### src/rtl/jtag_mem_loader.sv
// jtag_mem_loader: core-clock consumer of the BSCANE2 byte receiver.
// Synchronises the receiver strobes, acknowledges each byte with a
// four-phase level handshake, packs bytes little-endian into 32-bit words
// and writes them to instruction memory from word address 0 upwards.
//
// Handshake (receiver <-> loader): the receiver raises word_rdy_i with
// data_i stable; the loader captures data_i once word_rdy_i is seen high and
// raises ack_o; the receiver drops word_rdy_i; the loader drops ack_o once it
// sees word_rdy_i low. Only then may the next byte be offered.
module jtag_mem_loader #(
    parameter int ADDR_WIDTH  = 13,
    parameter int BYTE_WIDTH  = 8,
    parameter int SYNC_STAGES = 2
) (
    input  logic                  clk_i,
    input  logic                  rst_i,
    input  logic                  sel_i,
    input  logic                  jtag_reset_i,
    input  logic                  word_rdy_i,
    input  logic [BYTE_WIDTH-1:0] data_i,
    output logic                  ack_o,
    output logic                  mem_we_o,
    output logic [ADDR_WIDTH-1:0] mem_addr_o,
    output logic [31:0]           mem_data_o,
    output logic                  core_rst_o,
    output logic                  done_o,
    output logic                  overflow_o
);

    typedef enum logic [2:0] {
        S_IDLE,
        S_ACTIVE,
        S_WAIT_LOW,
        S_WRITE,
        S_FLUSH,
        S_DONE
    } state_e;

    state_e                  state_q, state_d;
    logic [SYNC_STAGES-1:0]  sel_sync_q, jrst_sync_q, rdy_sync_q;
    logic                    sel_s, jrst_s, rdy_s;
    logic                    ack_q, ack_d;
    logic                    we_q, we_d;
    logic                    done_q, done_d;
    logic                    core_rst_q, core_rst_d;
    logic                    ovf_q, ovf_d;
    logic [ADDR_WIDTH-1:0]   addr_q, addr_d;
    logic [ADDR_WIDTH-1:0]   out_addr_q, out_addr_d;
    logic [31:0]             out_data_q, out_data_d;
    logic [31:0]             word_q, word_d;
    logic [1:0]              cnt_q, cnt_d;
    logic                    do_write;

    assign sel_s  = sel_sync_q[SYNC_STAGES-1];
    assign jrst_s = jrst_sync_q[SYNC_STAGES-1];
    assign rdy_s  = rdy_sync_q[SYNC_STAGES-1];

    // Multi-flop synchronisers for the TCK-domain control strobes.
    always_ff @(posedge clk_i or posedge rst_i) begin
        if (rst_i) begin
            sel_sync_q  <= '0;
            jrst_sync_q <= '0;
            rdy_sync_q  <= '0;
        end else begin
            sel_sync_q  <= {sel_sync_q[SYNC_STAGES-2:0], sel_i};
            jrst_sync_q <= {jrst_sync_q[SYNC_STAGES-2:0], jtag_reset_i};
            rdy_sync_q  <= {rdy_sync_q[SYNC_STAGES-2:0], word_rdy_i};
        end
    end

    // State and datapath registers.
    always_ff @(posedge clk_i or posedge rst_i) begin
        if (rst_i) begin
            state_q    <= S_IDLE;
            ack_q      <= 1'b0;
            we_q       <= 1'b0;
            done_q     <= 1'b0;
            core_rst_q <= 1'b0;
            ovf_q      <= 1'b0;
            addr_q     <= '0;
            out_addr_q <= '0;
            out_data_q <= '0;
            word_q     <= '0;
            cnt_q      <= '0;
        end else begin
            state_q    <= state_d;
            ack_q      <= ack_d;
            we_q       <= we_d;
            done_q     <= done_d;
            core_rst_q <= core_rst_d;
            ovf_q      <= ovf_d;
            addr_q     <= addr_d;
            out_addr_q <= out_addr_d;
            out_data_q <= out_data_d;
            word_q     <= word_d;
            cnt_q      <= cnt_d;
        end
    end

    // Next-state logic: handshake sequencing, byte packing and word writes.
    always_comb begin
        state_d    = state_q;
        ack_d      = ack_q;
        we_d       = 1'b0;
        done_d     = 1'b0;
        core_rst_d = core_rst_q;
        ovf_d      = ovf_q;
        addr_d     = addr_q;
        out_addr_d = out_addr_q;
        out_data_d = out_data_q;
        word_d     = word_q;
        cnt_d      = cnt_q;
        do_write   = 1'b0;

        if (state_q != S_IDLE && jrst_s) begin
            // Receiver reset aborts the session; overflow is kept for inspection.
            state_d    = S_IDLE;
            ack_d      = 1'b0;
            cnt_d      = '0;
            word_d     = '0;
            core_rst_d = 1'b0;
        end else begin
            case (state_q)
                S_IDLE: begin
                    // Gated by jrst_s so a held receiver reset cannot restart a session.
                    if (sel_s && !jrst_s) begin
                        state_d    = S_ACTIVE;
                        core_rst_d = 1'b1;
                        addr_d     = '0;
                        cnt_d      = '0;
                        word_d     = '0;
                        ovf_d      = 1'b0;
                    end
                end
                S_ACTIVE: begin
                    if (rdy_s) begin
                        // data_i is stable whenever the synchronised ready is high.
                        case (cnt_q)
                            2'd0:    word_d[7:0]   = data_i;
                            2'd1:    word_d[15:8]  = data_i;
                            2'd2:    word_d[23:16] = data_i;
                            default: word_d[31:24] = data_i;
                        endcase
                        ack_d   = 1'b1;
                        state_d = S_WAIT_LOW;
                    end else if (!sel_s) begin
                        state_d = S_FLUSH;
                    end
                end
                S_WAIT_LOW: begin
                    if (!rdy_s) begin
                        ack_d = 1'b0;
                        if (cnt_q == 2'd3) begin
                            cnt_d   = '0;
                            state_d = S_WRITE;
                        end else begin
                            cnt_d   = cnt_q + 2'd1;
                            state_d = S_ACTIVE;
                        end
                    end
                end
                S_WRITE: begin
                    do_write = 1'b1;
                    state_d  = S_ACTIVE;
                end
                S_FLUSH: begin
                    // Upper lanes of a partial word are already zero.
                    do_write = (cnt_q != 2'd0);
                    cnt_d    = '0;
                    state_d  = S_DONE;
                end
                S_DONE: begin
                    done_d     = 1'b1;
                    core_rst_d = 1'b0;
                    state_d    = S_IDLE;
                end
                default: state_d = S_IDLE;
            endcase
        end

        if (do_write) begin
            we_d       = 1'b1;
            out_addr_d = addr_q;
            out_data_d = word_q;
            addr_d     = addr_q + 1'b1;
            word_d     = '0;
            if (addr_q == {ADDR_WIDTH{1'b1}}) begin
                ovf_d = 1'b1;
            end
        end
    end

    assign ack_o      = ack_q;
    assign mem_we_o   = we_q;
    assign mem_addr_o = out_addr_q;
    assign mem_data_o = out_data_q;
    assign core_rst_o = core_rst_q;
    assign done_o     = done_q;
    assign overflow_o = ovf_q;

endmodule

### config.mk
export PLATFORM = sky130hd
export DESIGN_NAME = jtag_mem_loader
export DESIGN_NICKNAME = d
export VERILOG_FILES = /design/src/rtl/jtag_mem_loader.sv
export SDC_FILE = /design/constraint.sdc
export NUM_CORES = 1
export LEC_CHECK = 0
export CAP_MARGIN = 25
export CORE_MARGIN = 3
export CORE_UTILIZATION = 55
export DETAILED_ROUTE_END_ITERATION = 16
export PLACE_DENSITY = 0.75
export SYNTH_ARGS = -nofsm -noshare
export SYNTH_HDL_FRONTEND = slang
export SYNTH_SLANG_ARGS = --single-unit
### constraint.sdc
create_clock -name clk_i -period 3.95 [get_ports clk_i]
set_clock_uncertainty 0.05 [all_clocks]
set_input_delay 0.79 -clock clk_i [delete_from_list [all_inputs] [get_ports clk_i]]
set_output_delay 0.79 -clock clk_i [all_outputs]
set_load 0.05 [all_outputs]
==> results.txt <==
multiplexer share of the synthesized area -> 1.01%
ranking of synthesized cells by area -> dfrtp_1 (54%), nand2_1 (11%), nand3_1 (5.8%)
post-route insts no fill -> 684
EDFF count, synth -> 0
area leader, netlist -> dfrtp_1
initial antenna violation count -> 0
drt pass-1 iters -> 5
Post-Synth Adder-Cell Area -> 1.27%
Seq/Total Area, Yosys -> 53.7%
cell area after layout -> 0.00582 mm^2
Die Span Y -> 101 um
Initial DRC Count -> 369
Compound-Gate Fraction of Synth Area -> 9.25%
post-route setup TNS -> 0 ns
die width -> 101 um
xor/xnor cell area share of the yosys netlist -> 0.887%
Synth Register Bits -> 106
worst hold slack -> 0.295 ns
post-route setup slack -> 1.05 ns
Setup-failing EPs final -> 0
hpwl dp -> 6770 um
largest net degree at the start of global routing -> 68
row cnt -> 33
Data required, critical path -> 4.15 ns
CTS Buffer Depth -> 2
first-pass GRT wire length -> 18400 um
Worst EP arrival -> 3.10 ns
Tmin final -> 2.90 ns
clk slew on worst S/H paths -> 0.10 ns
Pwr Total -> 2.10 mW
post-CTS sizing -> 0
io pins -> 63
Layout Utilization -> 68.8%
Leak Pwr -> 2.66 nW
gr usage total -> 22.5%
DRC viols -> 0
kind of critical path -> flop to flop
Final ANT Viol Nets -> 0
Root Driver -> clkbuf_8
crit path max fanout -> 45
Setup WS pre-CTS -> 1.00 ns
max_slew headroom -> 34.0%
RePlAce Congestion -> 0.825
Final Slew Violations -> 0
Net count, final -> 592
vias in the first global route -> 3695
Antenna diodes -> 0
post-synth top area share -> 53.7%
initial core utilization -> 58.4%
Worst Tran Pin Value -> 0.990 ns
hold depth -> 0
Netlist cell types -> 43
CTS tree -> yes
total gr overflow -> 0
post-synth net total -> 556
clock buffer count from CTS -> 9
reported max-cap violation count -> 0
Most used DFF post-synth -> dfrtp_1
Buffers on Ports -> 62
simple-gate area share of the yosys netlist -> 29.8%
pwr/cell area -> 360 mW/mm^2
clock latency on the worst-skew pair -> 0.37 ns
maximum clock rate -> 0.345 GHz
Cells after Synth -> 538
Register-to-Register Path Depth -> 7
kind of start point of the critical path -> flop
worst hold path type -> flop to flop
Synth Cell Area -> 0.00494 mm^2
die area -> 0.0102 mm^2
Cells after DPL -> 668
synthesis-to-layout area growth -> 17.9%
sink count of the clock tree -> 106
status -> completed
via-per-instance ratio -> 5.82
Hold Vio Cnt, Final -> 0
Worst setup EP type -> flop
total setup buffers inserted after CTS -> 0
layout cell share with drive strength beyond 1 -> 6.39%
core area -> 0.00846 mm^2
routed len/inst -> 15.5 um
routed vias -> 3983
synth warn -> 0
Placed Area -> 0.00560 mm^2
Syn Area/Cell -> 9.18 um^2
H-tree depth -> 3
DRT Wirelength -> 10600 um
Max VDD drop -> 0.000283 V
fraction of registers with async set/reset -> 100%
largest family of logic cells by synthesized area -> simple AND/OR/NAND/NOR gates
cts hold-fix bufs -> 0
unrepaired setup endpoints after global routing -> no
fin crit share -> 73.4%
synth_stat cells (3+ instances only):
cell type	count
nand2_1	146
dfrtp_1	106
nand3_1	57
clkbuf_1	32
nand3b_1	26
or3_1	26
o211ai_1	25
nor2_1	12
o21ai_0	11
nor4_1	9
a31o_2	8
inv_1	8
buf_2	7
nor3_1	7
a21oi_1	6
ha_1	5
mux2i_1	5
xnor2_1	4
a2111oi_0	3
nand2b_1	3
nor2b_1	3
worst max-delay path, cell delays in order (launching register included):
cell and delay (ns):
dfrtp_1 0.41, inv_1 0.10, ha_1 0.25, or4b_4 0.52, a21o_1 0.46, inv_2 0.70
nand2_1 0.14, mux2i_1 0.14
cells by family (layout without fill, tap and decap cells):
logic type,after synthesis,count (layout)
AOI/OAI and AO/OA,64,64
xor gates and xnor gates,5,5
adders and majority gates,5,5
buffers and inverters,51,92
DFF,106,106
muxes,5,5
and+or+nand+nor,302,302
routing by layer:
| layer | vias to the layer above | GRT usage, % | share of wire (%) | wire length [um] |
|---|---|---|---|---|
| li1 | 1939 | - | - | - |
| met1 | 1915 | 35.6 | 49 | 5170 |
| met2 | 117 | 31.7 | 44 | 4710 |
| met3 | 12 | 4.98 | 5.7 | 606 |
| met4 | 0 | 4.87 | 1.1 | 121 |
| met5 | - | 0 | 0 | 0 |
cells in the final DEF, fill, tap and decap left out, types with 5 or more instances in the layout:
| master | synthesis | routed |
|---|---|---|
| clkdlybuf4s50_1 | 0 | 62 |
| nand3_1 | 57 | 57 |
| or3_1 | 26 | 26 |
| ha_1 | 5 | 5 |
| dfrtp_1 | 106 | 106 |
| nand3b_1 | 26 | 26 |
| nor3_1 | 7 | 7 |
| o21ai_0 | 11 | 11 |
| mux2i_1 | 5 | 5 |
| a21oi_1 | 6 | 6 |
| nand2_1 | 146 | 146 |
| o211ai_1 | 25 | 25 |
| nor4_1 | 9 | 8 |
| a31o_2 | 8 | 8 |
| clkbuf_8 | 0 | 10 |
| inv_1 | 8 | 7 |
| nor2_1 | 12 | 11 |
final timing paths:
path / startpoint / end / slack (ns)
min in group asynchronous: rst_i / mem_addr_o[1]$_DFFE_PP0P_ / 0.74
worst min register to register: jrst_sync_q[0]$_DFF_PP0_ / jrst_sync_q[1]$_DFF_PP0_ / 0.29
worst min-delay path: jrst_sync_q[0]$_DFF_PP0_ / jrst_sync_q[1]$_DFF_PP0_ / 0.29
worst max register to register: cnt_q[0]$_DFFE_PP0P_ / addr_q[2]$_DFFE_PP0P_ / 1.05
worst max-delay path: cnt_q[0]$_DFFE_PP0P_ / addr_q[2]$_DFFE_PP0P_ / 1.05
max in group asynchronous: rst_i / word_q[4]$_DFFE_PP0P_ / 2.38
where the power goes:
group / switching (mW) / internal [mW]
logic: 0.151 / 0.0654
clock network: 0.374 / 0.378
registers: 0.0230 / 1.11
total: 0.548 / 1.55
registers in the layout (all words and copies together), names as in the netlist:
signal / count
word_q: 32
sel_sync_q: 2
core_rst_o: 1
addr_q: 13
mem_data_o: 32
overflow_o: 1
mem_addr_o: 13
jrst_sync_q: 2
state_q: 3
rdy_sync_q: 2
mem_we_o: 1
ack_o: 1
cnt_q: 2
done_o: 1
area by class of cell:
type                    instances  area (um^2)
repair buffers                 67          671
fillers                       672         2640
multi-input cells             381         2100
clock buffers                  11          141
inverters                       9         36.3
clock inverters                 5         85.1
flip-flops and latches        106         2650
well taps                     105          131
Power figures use the tool's default switching activity.
